### src/rtl/ssqa_ctrl_pkg.sv
// Shared state encoding and zero-means-one configuration constants for the
// annealing controller and its Q ramp.
package ssqa_ctrl_pkg;

    typedef enum logic [2:0] {
        ST_IDLE    = 3'd0,
        ST_LAUNCH  = 3'd1,
        ST_RUN     = 3'd2,
        ST_CAPTURE = 3'd3,
        ST_NEXT    = 3'd4,
        ST_DONE    = 3'd5
    } state_t;

    // A zero in any of these fields is run as this value instead.
    localparam int unsigned TAU_MIN    = 1;
    localparam int unsigned QSTEP_MIN  = 1;
    localparam int unsigned NTRIAL_MIN = 1;

endpackage

### src/rtl/anneal_ctrl_if.sv
// Signal bundle between the annealing controller (slave) and the host /
// spin scheduler side (master).
interface anneal_ctrl_if #(
    parameter int TEM_WIDTH   = 8,
    parameter int TRIAL_WIDTH = 8
);
    logic                          start;
    logic [7:0]                    tau;
    logic signed [TEM_WIDTH-1:0]   Q0;
    logic [TEM_WIDTH-1:0]          Qstep;
    logic signed [TEM_WIDTH-1:0]   Qmax;
    logic [TRIAL_WIDTH-1:0]        n_trials;
    logic                          iter_done;
    logic                          trial_fin;

    logic                          comp_en;
    logic signed [TEM_WIDTH-1:0]   Q;
    logic [7:0]                    count_comp;
    logic [TRIAL_WIDTH-1:0]        trial_idx;
    logic                          snap_req;
    logic                          busy;
    logic                          done;

    modport master (
        output start, tau, Q0, Qstep, Qmax, n_trials, iter_done, trial_fin,
        input  comp_en, Q, count_comp, trial_idx, snap_req, busy, done
    );

    modport slave (
        input  start, tau, Q0, Qstep, Qmax, n_trials, iter_done, trial_fin,
        output comp_en, Q, count_comp, trial_idx, snap_req, busy, done
    );
endinterface

### src/rtl/q_ramp.sv
// Q ramp: counts iterations within a Q step and raises Q by Qstep every tau
// iterations, saturating at Qmax.
module q_ramp
    import ssqa_ctrl_pkg::*;
#(
    parameter int TEM_WIDTH = 8
) (
    input  logic                        clk,
    input  logic                        rst_sys,
    input  logic                        load,
    input  logic                        step,
    input  logic [7:0]                  tau,
    input  logic [TEM_WIDTH-1:0]        Qstep,
    input  logic signed [TEM_WIDTH-1:0] Qmax,
    input  logic signed [TEM_WIDTH-1:0] Q0,
    output logic signed [TEM_WIDTH-1:0] Q,
    output logic [7:0]                  count_comp
);
    // Two guard bits: the largest Q plus the largest unsigned Qstep does not
    // fit in one extra signed bit.
    localparam int SW = TEM_WIDTH + 2;

    logic [7:0]                  tau_last;
    logic [TEM_WIDTH-1:0]        qstep_eff;
    logic signed [SW-1:0]        q_ext;
    logic signed [SW-1:0]        step_ext;
    logic signed [SW-1:0]        qmax_ext;
    logic signed [SW-1:0]        q_sum;
    logic signed [TEM_WIDTH-1:0] q_next;

    // NOTE: combinational logic uses blocking '=' and assigns every output on every path, so no latch is inferred.
    always_comb begin
        tau_last  = ((tau == '0) ? 8'(TAU_MIN) : tau) - 8'd1;
        qstep_eff = (Qstep == '0) ? TEM_WIDTH'(QSTEP_MIN) : Qstep;
        q_ext     = {{2{Q[TEM_WIDTH-1]}}, Q};
        step_ext  = {2'b00, qstep_eff};
        qmax_ext  = {{2{Qmax[TEM_WIDTH-1]}}, Qmax};
        q_sum     = q_ext + step_ext;
        q_next    = (q_sum > qmax_ext) ? Qmax : q_sum[TEM_WIDTH-1:0];
    end

    // NOTE: sequential state uses non-blocking '<=' so every register samples pre-edge values.
    always_ff @(posedge clk or negedge rst_sys) begin
        if (!rst_sys) begin
            Q          <= '0;
            count_comp <= '0;
        end else if (load) begin
            Q          <= Q0;
            count_comp <= '0;
        end else if (step) begin
            if (count_comp == tau_last) begin
                count_comp <= '0;
                Q          <= q_next;
            end else begin
                count_comp <= count_comp + 8'd1;
            end
        end
    end

endmodule

### src/rtl/anneal_ctrl.sv
// Annealing run controller: launches n_trials trials, ramps Q while each runs,
// and requests a spin-state snapshot at the end of every trial.
module anneal_ctrl
    import ssqa_ctrl_pkg::*;
#(
    parameter int TEM_WIDTH   = 8,
    parameter int TRIAL_WIDTH = 8
) (
    input  logic          clk,
    input  logic          rst_sys,
    anneal_ctrl_if.slave  bus
);
    state_t                      state;
    logic [7:0]                  tau_r;
    logic signed [TEM_WIDTH-1:0] q0_r;
    logic [TEM_WIDTH-1:0]        qstep_r;
    logic signed [TEM_WIDTH-1:0] qmax_r;
    logic [TRIAL_WIDTH-1:0]      n_trials_r;
    logic [TRIAL_WIDTH-1:0]      trial_idx;
    logic [TRIAL_WIDTH-1:0]      trial_last;

    logic                        accept;
    logic                        last_trial;
    logic                        load;
    logic                        step;
    logic signed [TEM_WIDTH-1:0] q0_sel;
    logic signed [TEM_WIDTH-1:0] q;
    logic [7:0]                  count_comp;

    assign accept     = (state == ST_IDLE) && bus.start;
    assign trial_last = ((n_trials_r == '0) ? TRIAL_WIDTH'(NTRIAL_MIN) : n_trials_r)
                        - TRIAL_WIDTH'(1);
    assign last_trial = (trial_idx == trial_last);

    // Q is reloaded on every entry to LAUNCH; from IDLE the config is being
    // latched on that same edge, so take Q0 straight from the port.
    assign load   = accept || ((state == ST_NEXT) && !last_trial);
    assign q0_sel = accept ? bus.Q0 : q0_r;
    assign step   = (state == ST_RUN) && bus.iter_done;

    q_ramp #(.TEM_WIDTH(TEM_WIDTH)) u_ramp (
        .clk        (clk),
        .rst_sys    (rst_sys),
        .load       (load),
        .step       (step),
        .tau        (tau_r),
        .Qstep      (qstep_r),
        .Qmax       (qmax_r),
        .Q0         (q0_sel),
        .Q          (q),
        .count_comp (count_comp)
    );

    always_ff @(posedge clk or negedge rst_sys) begin
        if (!rst_sys) begin
            state      <= ST_IDLE;
            tau_r      <= '0;
            q0_r       <= '0;
            qstep_r    <= '0;
            qmax_r     <= '0;
            n_trials_r <= '0;
            trial_idx  <= '0;
        end else begin
            case (state)
                ST_IDLE: begin
                    if (bus.start) begin
                        tau_r      <= bus.tau;
                        q0_r       <= bus.Q0;
                        qstep_r    <= bus.Qstep;
                        qmax_r     <= bus.Qmax;
                        n_trials_r <= bus.n_trials;
                        trial_idx  <= '0;
                        state      <= ST_LAUNCH;
                    end
                end
                ST_LAUNCH:  state <= ST_RUN;
                ST_RUN:     if (bus.trial_fin) state <= ST_CAPTURE;
                ST_CAPTURE: state <= ST_NEXT;
                ST_NEXT: begin
                    if (last_trial) begin
                        state <= ST_DONE;
                    end else begin
                        trial_idx <= trial_idx + TRIAL_WIDTH'(1);
                        state     <= ST_LAUNCH;
                    end
                end
                ST_DONE:    state <= ST_IDLE;
                default:    state <= ST_IDLE;
            endcase
        end
    end

    assign bus.comp_en    = (state == ST_LAUNCH);
    assign bus.snap_req   = (state == ST_CAPTURE);
    assign bus.done       = (state == ST_DONE);
    assign bus.busy       = (state != ST_IDLE);
    assign bus.Q          = q;
    assign bus.count_comp = count_comp;
    assign bus.trial_idx  = trial_idx;

endmodule
### src/flat_wrapper.sv
// flat-port wrapper written by rule: the top's interface ports become plain ports
module anneal_ctrl_flat import ssqa_ctrl_pkg::*;
#(
    parameter int TEM_WIDTH   = 8,
    parameter int TRIAL_WIDTH = 8
)
  (clk, rst_sys, bus_start, bus_tau, bus_Q0, bus_Qstep, bus_Qmax, bus_n_trials, bus_iter_done, bus_trial_fin, bus_comp_en, bus_Q, bus_count_comp, bus_trial_idx, bus_snap_req, bus_busy, bus_done);
  anneal_ctrl_if #(.TEM_WIDTH(TEM_WIDTH), .TRIAL_WIDTH(TRIAL_WIDTH)) bus_i ();
  input  logic clk;
  input  logic rst_sys;
  input wire logic [$bits(bus_i.start)-1:0] bus_start;
  input wire logic [$bits(bus_i.tau)-1:0] bus_tau;
  input wire logic [$bits(bus_i.Q0)-1:0] bus_Q0;
  input wire logic [$bits(bus_i.Qstep)-1:0] bus_Qstep;
  input wire logic [$bits(bus_i.Qmax)-1:0] bus_Qmax;
  input wire logic [$bits(bus_i.n_trials)-1:0] bus_n_trials;
  input wire logic [$bits(bus_i.iter_done)-1:0] bus_iter_done;
  input wire logic [$bits(bus_i.trial_fin)-1:0] bus_trial_fin;
  output wire logic [$bits(bus_i.comp_en)-1:0] bus_comp_en;
  output wire logic [$bits(bus_i.Q)-1:0] bus_Q;
  output wire logic [$bits(bus_i.count_comp)-1:0] bus_count_comp;
  output wire logic [$bits(bus_i.trial_idx)-1:0] bus_trial_idx;
  output wire logic [$bits(bus_i.snap_req)-1:0] bus_snap_req;
  output wire logic [$bits(bus_i.busy)-1:0] bus_busy;
  output wire logic [$bits(bus_i.done)-1:0] bus_done;
  assign bus_i.start = bus_start;
  assign bus_i.tau = bus_tau;
  assign bus_i.Q0 = bus_Q0;
  assign bus_i.Qstep = bus_Qstep;
  assign bus_i.Qmax = bus_Qmax;
  assign bus_i.n_trials = bus_n_trials;
  assign bus_i.iter_done = bus_iter_done;
  assign bus_i.trial_fin = bus_trial_fin;
  assign bus_comp_en = bus_i.comp_en;
  assign bus_Q = bus_i.Q;
  assign bus_count_comp = bus_i.count_comp;
  assign bus_trial_idx = bus_i.trial_idx;
  assign bus_snap_req = bus_i.snap_req;
  assign bus_busy = bus_i.busy;
  assign bus_done = bus_i.done;
  anneal_ctrl #(.TEM_WIDTH(TEM_WIDTH), .TRIAL_WIDTH(TRIAL_WIDTH)) u_core (.clk(clk), .rst_sys(rst_sys), .bus(bus_i));
endmodule
### config.mk
export PLATFORM = sky130hd
export DESIGN_NAME = anneal_ctrl_flat
export DESIGN_NICKNAME = d
export VERILOG_FILES = /design/src/rtl/ssqa_ctrl_pkg.sv /design/src/rtl/anneal_ctrl_if.sv /design/src/rtl/q_ramp.sv /design/src/rtl/anneal_ctrl.sv /design/src/flat_wrapper.sv
export SDC_FILE = /design/constraint.sdc
export NUM_CORES = 1
export LEC_CHECK = 0
export ABC_CLOCK_PERIOD_IN_PS = 6800
export BUFFER_PORTS_ARGS = -buffer_cell sky130_fd_sc_hd__clkbuf_2
export CAP_MARGIN = 40
export CORE_MARGIN = 1.5
export CORE_UTILIZATION = 61
export CTS_CLUSTER_DIAMETER = 150
export CTS_CLUSTER_SIZE = 24
export DETAILED_ROUTE_END_ITERATION = 16
export GPL_TIMING_DRIVEN = 0
export PLACE_DENSITY_LB_ADDON = 0.15
export SLEW_MARGIN = 20
export SYNTH_ARGS = -nofsm -noshare
export SYNTH_HDL_FRONTEND = slang
export SYNTH_SLANG_ARGS = --single-unit
### constraint.sdc
create_clock -name clk -period 6.8 [get_ports clk]
set_clock_uncertainty 0.2 [all_clocks]
set_input_delay 1.02 -clock clk [delete_from_list [all_inputs] [get_ports clk]]
set_output_delay 1.02 -clock clk [all_outputs]
set_load 0.01 [all_outputs]
== Word level (Yosys, flattened, before mapping) ==
Cells that the tools add are included.

* Bits in registers: 67
* Input bits: 45
* Output and inout port bits: 28
* Logic and storage cells: 60

* Add/sub/neg operators: 5
* Order comparisons: 1
* Eq/ne operators: 10
* Multiplexer cells: 18
* Reduce and logical (&&, ||, !) cells: 17

{| class="wikitable"
|+ Operator list
! operator !! count
|-
| 8-bit 2-to-1 mux || 13
|-
| 8-bit zero test || 3
|-
| 8-bit by 1-bit adder with 8-bit output (second input constant) || 2
|-
| 8-bit == test || 2
|-
| 8-bit case mux with 2 select lines || 1
|-
| 8-bit by 1-bit subtractor with 8-bit output (second input constant) || 2
|-
| 3-bit case mux with 5 select lines || 1
|-
| 8-bit by 9-bit adder with 10-bit output || 1
|-
| 10-bit by 8-bit greater-than comparator with 1-bit output || 1
|-
| 3-bit 2-to-1 mux || 3
|-
| 3-bit by 2-bit == test with 1-bit output (second input constant) || 2
|-
| 3-bit == test (second input constant) || 2
|-
| 2-bit inequality test (second input constant) || 3
|-
| 2-bit AND reduction || 3
|-
| 2-bit nonzero test || 3
|-
| 3-bit by 1-bit == test with 1-bit output (second input constant) || 1
|-
| 1-bit logical AND || 3
|-
| 3-bit zero test || 1
|-
| 3-bit AND reduction || 1
|-
| 3-bit nonzero test || 1
|-
| 1-bit zero test || 1
|-
| 1-bit logical OR || 1
|}

== Logic depth before layout (Yosys ltp) ==
Gate-level depths: netlist (run 1).

* Depth after elaboration: 9
* Depth in mapped cells: 17
* Gate-level depth less buffers: 17

== Modules after synthesis ==
From an unflattened synthesis (run 1), not the netlist that was laid out.

* Cell total of the unflattened synthesis: 540
* Area, all modules: 4483.0 um^2

{| class="wikitable"
|+ By module, submodules not included
! module !! times used !! cells an instance !! area an instance (um^2) !! seq. area each (um^2)
|-
| anneal_ctrl || 1 || 265 || 2404.8 || 1276.2
|-
| q_ramp || 1 || 275 || 2078.2 || 400.4
|}

== Worst setup path before layout (run 1) ==
OpenSTA, ideal clock, no wires.

* Path type: reg2reg
* Start point: register u_core.qstep_r[1]
* End point: register u_core.u_ramp.Q[0]
* Setup time: 129 ps
* Arrival time: 3952 ps
* Required time: 6471 ps
* Slack: 2519 ps
* Cell stages (with the launch flop): 18
* Path buffers: 0
* Period minus slack after synthesis: 4281 ps
* Path through: dfrtp_1 -> nor3_1 -> a21o_1 -> ha_1 -> fa_1 -> a21oi_1 -> o211ai_1 -> a21oi_1 -> o21ai_0 -> a21oi_1 -> xnor2_1 -> ha_1 -> o2111ai_1 -> and3_1 -> a221oi_1 -> mux2_2 -> mux2i_1 -> a21oi_1

* Cells in the longest elaborated chain, start to end: 8

{| class="wikitable"
|+ Ends and longest elaborated chain
! what !! line !! text
|-
| from (decl) || anneal_ctrl.sv:16 || <nowiki>logic [TEM_WIDTH-1:0] qstep_r;</nowiki>
|-
| from (signal assigned) || anneal_ctrl.sv:69 || <nowiki>qstep_r <= bus.Qstep;</nowiki>
|-
| 8-bit zero test || q_ramp.sv:34 || <nowiki>qstep_eff = (Qstep == '0) ? TEM_WIDTH'(QSTEP_MIN) : Qstep;</nowiki>
|-
| 8-bit 2-to-1 mux * || q_ramp.sv:34 ||
|-
| 8-bit by 9-bit adder with 10-bit output * || q_ramp.sv:38 || <nowiki>q_sum = q_ext + step_ext;</nowiki>
|-
| 10-bit by 8-bit greater-than comparator with 1-bit output || q_ramp.sv:39 || <nowiki>q_next = (q_sum > qmax_ext) ? Qmax : q_sum[TEM_WIDTH-1:0];</nowiki>
|-
| 8-bit 2-to-1 mux * || q_ramp.sv:39 ||
|-
| 8-bit 2-to-1 mux * || q_ramp.sv:51 || <nowiki>if (count_comp == tau_last) begin</nowiki>
|-
| 8-bit 2-to-1 mux * || q_ramp.sv:50 || <nowiki>end else if (step) begin</nowiki>
|-
| 8-bit 2-to-1 mux * || q_ramp.sv:47 || <nowiki>end else if (load) begin</nowiki>
|-
| to (signal assigned) || q_ramp.sv:53 || <nowiki>Q <= q_next;</nowiki>
|-
| to (decl) || q_ramp.sv:16 || <nowiki>output logic signed [TEM_WIDTH-1:0] Q,</nowiki>
|}

Mark *: on every way between the ends. The rest lies on a longest branch, timed or not. The select of a mux whose other input is x is not followed.
A chain may end at the register's enable or synchronous reset.

== Worst setup path in the final report (run 1) ==
* Start point: register u_core.qstep_r[1]
* End point: register u_core.u_ramp.Q[1]

The elaborated chain is that of the path after synthesis.

==> results of run 1 <==
## layout by cell type, fill, tap and decap left out, types with 2 or more instances in the layout
cell type and instances:
a211oi_1 2, a21o_1 3, a21oi_1 34, a221oi_1 2, a22oi_1 2, a31oi_1 2, and2_1 4, and3_1 5
buf_2 3, buf_6 2, clkbuf_1 17, clkbuf_2 71, clkbuf_8 12, clkinv_2 2, dfrtp_1 67, ha_1 23
inv_1 29, mux2_2 8, mux2i_1 7, nand2_1 109, nand2b_1 5, nand3_1 12, nand3b_1 3, nand4_1 2
nor2_1 19, nor2b_1 4, nor3_1 10, nor3b_1 4, nor4_1 2, o2111ai_1 3, o211ai_1 4, o21ai_0 24
o21ai_1 8, o31ai_1 4, or2_2 2, or3_1 5, or4_1 5, xnor2_1 16, xor2_1 9
## cells by family (layout without fill, tap and decap cells)
| logic type | after synthesis | count (layout) | synth area share |
|---|---|---|---|
| fa+ha+maj | 24 | 24 | 0.07343 |
| xor+xnor | 25 | 25 | 0.05224 |
| simple gates | 199 | 199 | 0.2254 |
| compound gates | 104 | 104 | 0.1618 |
| mux | 15 | 15 | 0.03821 |
| flops | 67 | 67 | 0.4000 |
| buf+inv | 50 | 140 | 0.04895 |
## power by group
group	internal, mW	leakage [nW]	switching [mW]
Combinational	0.667	1.43	0.826
Sequential	0.553	0.849	0.172
Clock	0.198	0.108	0.160
## registers in the layout, indices dropped and copies added, names as in the netlist
signal and count:
u_core.bus.trial_idx 8, u_core.n_trials_r 8, u_core.q0_r 8, u_core.qmax_r 8, u_core.qstep_r 8, u_core.tau_r 8
u_core.u_ramp.Q 8, u_core.u_ramp.count_comp 8, u_core.state 3
## metrics by stage
step / instance area [um^2] / hold slack [ns] / utilization
floorplan: 4192 / 0.2351 / -
global placement: 4652 / 0.2548 / 0.6924
detailed placement: 4687 / 0.2600 / 0.6976
CTS: 4900 / 0.2757 / 0.7292
global route: 4900 / 0.3013 / 0.7292
finish: 4900 / 0.2800 / 0.7292
## final cells by class
class                      instances  area, um^2  area share
buffer                            21       96.34     0.01966
clock buffer                      12       165.2     0.03371
clock inverter                     4       47.55    0.009704
inverter                          29       108.9     0.02222
multi-input combinational        367        2310      0.4714
sequential                        67        1677      0.3422
tap                               80       100.1     0.02043
timing repair buffer              74       395.4     0.08069
## layer usage
metal,global-route usage,vias to the layer above,share of wire
met5,0,-,0
met4,0.09238,0,0.011
met3,0.05871,12,0.061
met2,0.4660,136,0.48
met1,0.3963,1844,0.45
li1,-,1846,-
## worst min path at each step
stage / start / endpoint / slack (ns)
after detailed placement: u_core.q0_r[7] / u_core.q0_r[7] / 0.26
after floorplan: u_core.q0_r[7] / u_core.q0_r[7] / 0.24
after global routing: u_core.q0_r[6] / u_core.q0_r[6] / 0.30
final: u_core.q0_r[7] / u_core.q0_r[7] / 0.28
after global placement: u_core.q0_r[7] / u_core.q0_r[7] / 0.25
after CTS: u_core.q0_r[7] / u_core.q0_r[7] / 0.28
## worst min-delay path, stage by stage (launching register included)
cell and delay [ns]:
dfrtp_1 0.33, nand2_1 0.05, nand2_1 0.07
==> results by group, run 1 <==
Status
  – Outcome: finished clean

Place
  – Placed cells: 638
  – Post-DP HPWL: 7579 um
  – # port buffers: 72
  – Gpl congestion: 0.9074
  – Pre-CTS setup slack: 2.172 ns

STA
  – Min cycle time layout: 4.767 ns
  – RSZ-0062 raised after global routing: false
  – Count of final hold-check violations: 0
  – Final WS setup: 2.033 ns
  – Count of pins over their slew limit: 0
  – Worst-margin pin slew: 0.6346 ns
  – Final setup TNS: 0 ns
  – Max-slew headroom: 0.5770
  – Fmax: 209.8 MHz
  – # setup viols final: 0
  – Final critical-path share of the clock period: 0.7011

Global route
  – Pin count of the biggest net entering global routing: 45
  – Total track usage: 0.2900
  – Vias in the first global route: 3658
  – Initial antenna violation count: 0
  – First-pass GRT wire length: 16640 um
  – Gr ovfl total: 0

Synth
  – Post-Synthesis Cells: 484
  – Count leader, synth: nand2_1
  – Top cell types by occurrence after synthesis: 109 x nand2_1, 67 x dfrtp_1, 34 x a21oi_1
  – Post-Syn Area per Cell: 8.660 um^2
  – Ys flop type: dfrtp_1
  – Yosys cell types: 61
  – Top post-synthesis cells by area: dfrtp_1 40%, nand2_1 9.8%, ha_1 6.9%, a21oi_1 4.1%, xnor2_1 3.3%
  – Cell area after synthesis: 0.004192 mm^2
  – Async set-reset flop share out of synthesis: 1.000
  – Post-Syn Nets: 553
  – Synth top area share: 0.4000
  – Post-synthesis register bit count: 67
  – Yosys warnings: 0
  – Synth area leader: dfrtp_1
  – Sequential fraction of the synthesis area: 0.4000
  – EDFF count, synth: 0

Pwr
  – Pwr/cell area: 525.9 mW/mm^2
  – Static Leak: 2.387 nW
  – Peak supply drop: 0.3100 mV
  – Total power: 2.577 mW

Route
  – Wire length per cell: 15.59 um
  – Final WL: 10200 um
  – Routed Antenna Nets: 0
  – Residual DRC: 0
  – Via count: 3838
  – Via density: 5.869
  – Starting DRT DRC Count: 236
  – Drt pass-1 iters: 4

Clock network
  – CTS tree: built
  – Clock transition at path regs: 0.08 ns
  – Clk sinks: 67
  – Root buf cell: clkbuf_8
  – Clk buf depth: 2
  – CTS buffer count: 9
  – Clk_lat worst skew: 0.34 ns
  – PostCTS Resize Cnt: 0
  – CTS HTree Levels: 3
  – Post-CTS Setup Bufs: 0
  – Hold-fix buffers, CTS: 0

Worst setup path
  – Cell mode on critical path: a21oi_1
  – Worst reg-to-reg path cell count: 18
  – CP startpoint: u_core.qstep_r[1]
  – Critical-path cell list: nor3_1, a21o_1, ha_1, fa_1, a21oi_1, o211ai_1, a21oi_1, o21ai_0, a21oi_1, xnor2_1, ha_1, o2111ai_1, and3_1, a221oi_1, buf_2, mux2_2, mux2i_1, a21oi_1
  – Critical path depth in cells: 18
  – Worst path slowest cell: a221oi_1
  – Crit Path Class: reg2reg
  – CP top delay family: compound AO/OA/AOI/OAI gates
  – Slowest stage delay, CP: 0.56 ns
  – Crit Path Max Fanout: 5
  – Setup crit end: u_core.u_ramp.Q[1]
  – Startpoint types: flop
  – FF-to-FF End: u_core.u_ramp.Q[1]
  – CP Capture Type: flop
  – Crit path buf inv count: 1
  – Crit path required time: 6.82 ns
  – Reg-to-Reg Start: u_core.qstep_r[1]
  – R2R Setup Slk: 2.03 ns
  – CP arrival: 4.78 ns

Floorplanning
  – Die area: 0.007378 mm^2
  – Chip width: 85.90 um
  – Initial Utilization: 0.6238
  – I/O pin cnt: 73
  – Chip height: 85.90 um
  – Area of the core: 0.006719 mm^2
  – FP Rows: 30

Finish
  – Area Overhead vs Synth: 16.90%
  – Antenna cell count: 0
  – FILL cells: 526
  – Nets: 638
  – Layout cell share with drive strength beyond 1: 0.1951
  – Final cell count without fillers: 654

Hold path
  – Hold Path Class: reg2reg
  – Hold Path Stages: 2

Run
  – Maxcap violations: 0
No activity file was read; power rests on OpenSTA's default activity.
==> inputs of run 2 (changes only) <==
--- a/config.mk
+++ b/config.mk
@@ -5,11 +5,11 @@
 export SDC_FILE = /design/constraint.sdc
 export NUM_CORES = 1
 export LEC_CHECK = 0
-export ABC_CLOCK_PERIOD_IN_PS = 6800
+export ABC_CLOCK_PERIOD_IN_PS = 4030
 export BUFFER_PORTS_ARGS = -buffer_cell sky130_fd_sc_hd__clkbuf_2
 export CAP_MARGIN = 40
 export CORE_MARGIN = 1.5
-export CORE_UTILIZATION = 61
+export CORE_UTILIZATION = 51
 export CTS_CLUSTER_DIAMETER = 150
 export CTS_CLUSTER_SIZE = 24
 export DETAILED_ROUTE_END_ITERATION = 16
==> constraint.sdc (replaced) <==
create_clock -name clk -period 4.03 [get_ports clk]
set_clock_uncertainty 0.2 [all_clocks]
set_input_delay 0.6045 -clock clk [delete_from_list [all_inputs] [get_ports clk]]
set_output_delay 0.6045 -clock clk [all_outputs]
set_load 0.01 [all_outputs]
==> run 2 against run 1 <==
Against the previous run: the run now ends with setup timing left; die area grew 19%; count of clock-buffer cells in the layout shrank 2; fmax grew 18%; final area grew 5.1%; hold slack lost 0.038 ns; via count shrank 0.29%; flip-flop and latch count is the same; worst setup slack lost 2.0 ns; first-iteration DRC count grew 0.85%; non-clock buffer count grew 14; critical path depth is the same; largest cell class unchanged.
==> results by group, run 2 (synthesis results as in run 1) <==
STA
  – Min cycle time layout: 4.043 ns (-0.7246 ns)
  – Final WS setup: -0.01284 ns (-2.045 ns)
  – # setup viols final: 1 (+1)
  – Count of final hold-check violations: 0 (unchanged)
  – RSZ-0062 raised after global routing: true
  – Fmax: 247.4 MHz (+18%)
  – Count of pins over their slew limit: 0 (unchanged)
  – Final critical-path share of the clock period: 1.003 (+0.3021)
  – Max-slew headroom: 0.5368 (-0.04017)
  – Worst-margin pin slew: 0.6948 ns (+0.06026 ns)

Place
  – # port buffers: 72 (unchanged)
  – Post-DP HPWL: 7705 um (+1.7%)
  – Gpl congestion: 0.9091 (+0.19%)
  – Pre-CTS setup slack: -0.5032 ns (-2.675 ns)

Route
  – Starting DRT DRC Count: 238 (+0.85%)
  – Via count: 3827 (-0.29%)
  – Via density: 5.546 (-5.5%)
  – Wire length per cell: 15.51 um (-0.54%)
  – Final WL: 10700 um (+4.9%)
  – Drt pass-1 iters: 5 (+1)
  – Routed Antenna Nets: 0 (unchanged)
  – Residual DRC: 0 (unchanged)

Pwr
  – Pwr/cell area: 966.1 mW/mm^2 (+84%)
  – Net Sw Frac: 0.4364 (-0.01281)
  – Logic pwr share: 0.629 (+0.049)
  – Static Leak: 2.495 nW (+4.5%)
  – Switching power total: 2.172 mW (+88%)
  – Peak supply drop: 0.5168 mV (+67%)
  – Clk pwr share: 0.126 (-0.013)
  – Flop pwr share: 0.245 (-0.036)
  – Internal power: 2.805 mW (+98%)

Floorplanning
  – Chip height: 93.66 um (+9.0%)
  – Area of the core: 0.007848 mm^2 (+17%)
  – Die area: 0.008771 mm^2 (+19%)
  – FP Rows: 32 (+6.7%)
  – Initial Utilization: 0.5341 (-0.08972)
  – I/O pin cnt: 73 (unchanged)
  – Chip width: 93.66 um (+9.0%)

Global route
  – First-pass GRT wire length: 17660 um (+6.1%)
  – Initial antenna violation count: 0 (unchanged)
  – Total track usage: 0.2613 (-0.02871)
  – Pin count of the biggest net entering global routing: 47 (+4.4%)
  – Gr ovfl total: 0 (unchanged)
  – Vias in the first global route: 3656 (-0.055%)

Worst setup path
  – Crit Path Class: reg2reg
  – Crit path required time: 4.05 ns (-2.77 ns)
  – CP Capture Type: flop
  – CP arrival: 4.06 ns (-0.72 ns)
  – Startpoint types: flop
  – Crit Path Max Fanout: 3 (-2)

Clock network
  – CTS buffer count: 9 (unchanged)
  – CTS HTree Levels: 3 (unchanged)
  – Clk buf depth: 2 (unchanged)
  – Clock transition at path regs: 0.08 ns (about the same)
  – Clk sinks: 67 (unchanged)
  – CTS tree: built
  – Root buf cell: clkbuf_8
  – Clk_lat worst skew: 0.35 ns (about the same)

Hold path
  – Hold Path Class: in2reg

Finish
  – Layout cell share with drive strength beyond 1: 0.2313 (+0.03617)
  – Commonest non-fill, non-tap cell in the layout: nand2_1
  – Nets: 652 (+2.2%)
  – Most frequent cells in the layout: 109 x nand2_1, 71 x clkbuf_2, 67 x dfrtp_1
  – Area Overhead vs Synth: 22.90%
  – FILL cells: 657 (+25%)
  – Multi-input gate area: 0.002411 mm^2 (+4.4%)
  – Antenna cell count: 0 (unchanged)
  – Post-layout utilization of the core: 0.6564 (-0.07283)
  – Reg area: 0.001677 mm^2 (unchanged)

Run
  – Maxcap violations: 0 (unchanged)

Status
  – Outcome: finished with violations
  – Failing checks: setup timing
==> run 2: cell count changes in the layout (fill, tap and decap cells not counted), sizes merged <==
cell,delta
dlygate4sd3,+1
clkinv,+1
buf,+13
clkbuf,-2
bufinv,+1
==> run 2: cell type report <==
class,count,area share
tap,102,0.02478
sequential,67,0.3255
clock inverter,6,0.01749
buffer,21,0.01870
clock buffer,10,0.02478
inverter,29,0.02113
multi-input combinational,367,0.4681
timing repair buffer,88,0.09959
==> run 2: power by group through the flow <==
stage	combinational, mW	sequential (mW)	clock (mW)
floorplan	1.91	1.17	0
global placement	2.39	1.22	0
detailed placement	2.49	1.23	0
CTS	3.00	1.21	0.630
global route	3.46	1.26	0.660
finish	3.13	1.22	0.625
==> run 2: what timing repair did <==
action,CTS,global route
setup buffers,10,4
resized for setup,19,4
cloned,0,0
hold buffers,1,0
pin swaps,20,17
setup endpoints to repair,8,15
endpoints found under the hold margin,21,0
==> run 2: final timing paths <==
kind                            slack (ns)  depth (start not counted)                 end              start
worst max-delay path                 -0.01                         18  u_core.u_ramp.Q[2]  u_core.qstep_r[7]
worst min-delay path                  0.24                          3     u_core.tau_r[5]         bus_tau[5]
worst max register to register       -0.01                         18  u_core.u_ramp.Q[2]  u_core.qstep_r[7]
worst min register to register        0.28                          2      u_core.q0_r[4]     u_core.q0_r[4]
max in group asynchronous             2.57                          3     u_core.state[2]            rst_sys
min in group asynchronous             0.52                          2     u_core.tau_r[5]            rst_sys
==> run 2: stage by stage <==
stage / hold WS [ns] / power [mW] / cell area, um^2 / setup TNS (ns) / cells
floorplan: 0.1089 / 3.077 / 4198 / 0 / 484
global placement: 0.2541 / 3.608 / 4686 / -2.918 / 658
detailed placement: 0.2606 / 3.720 / 4716 / -3.721 / 659
CTS: 0.2357 / 4.843 / 5105 / -0.1867 / 686
global route: 0.2402 / 5.378 / 5151 / -1.622 / 690
finish: 0.2420 / 4.976 / 5151 / -0.01284 / 690
==> run 2: critical path, stage by stage, from the launching register on <==
cell      delay (ns)
dfrtp_1         0.42
nor4_2          0.08
a21o_1          0.18
ha_4            0.17
fa_2            0.37
a21oi_2         0.15
o211ai_1        0.12
a21oi_2         0.20
o21ai_2         0.07
a21oi_2         0.14
xnor2_1         0.07
ha_1            0.36
nand3_2         0.10
a21o_1          0.19
a221oi_4        0.36
buf_4           0.18
mux2_4          0.29
mux2i_1         0.17
a21oi_1         0.10
==> run 2: layer usage <==
layer,vias up,share of wire,global-route usage,wire (um)
met4,0,0.019,0.1045,204
li1,1877,-,-,-
met1,1826,0.48,0.3651,5171
met3,17,0.038,0.03398,412
met2,107,0.46,0.4112,4914
met5,-,0,0,0
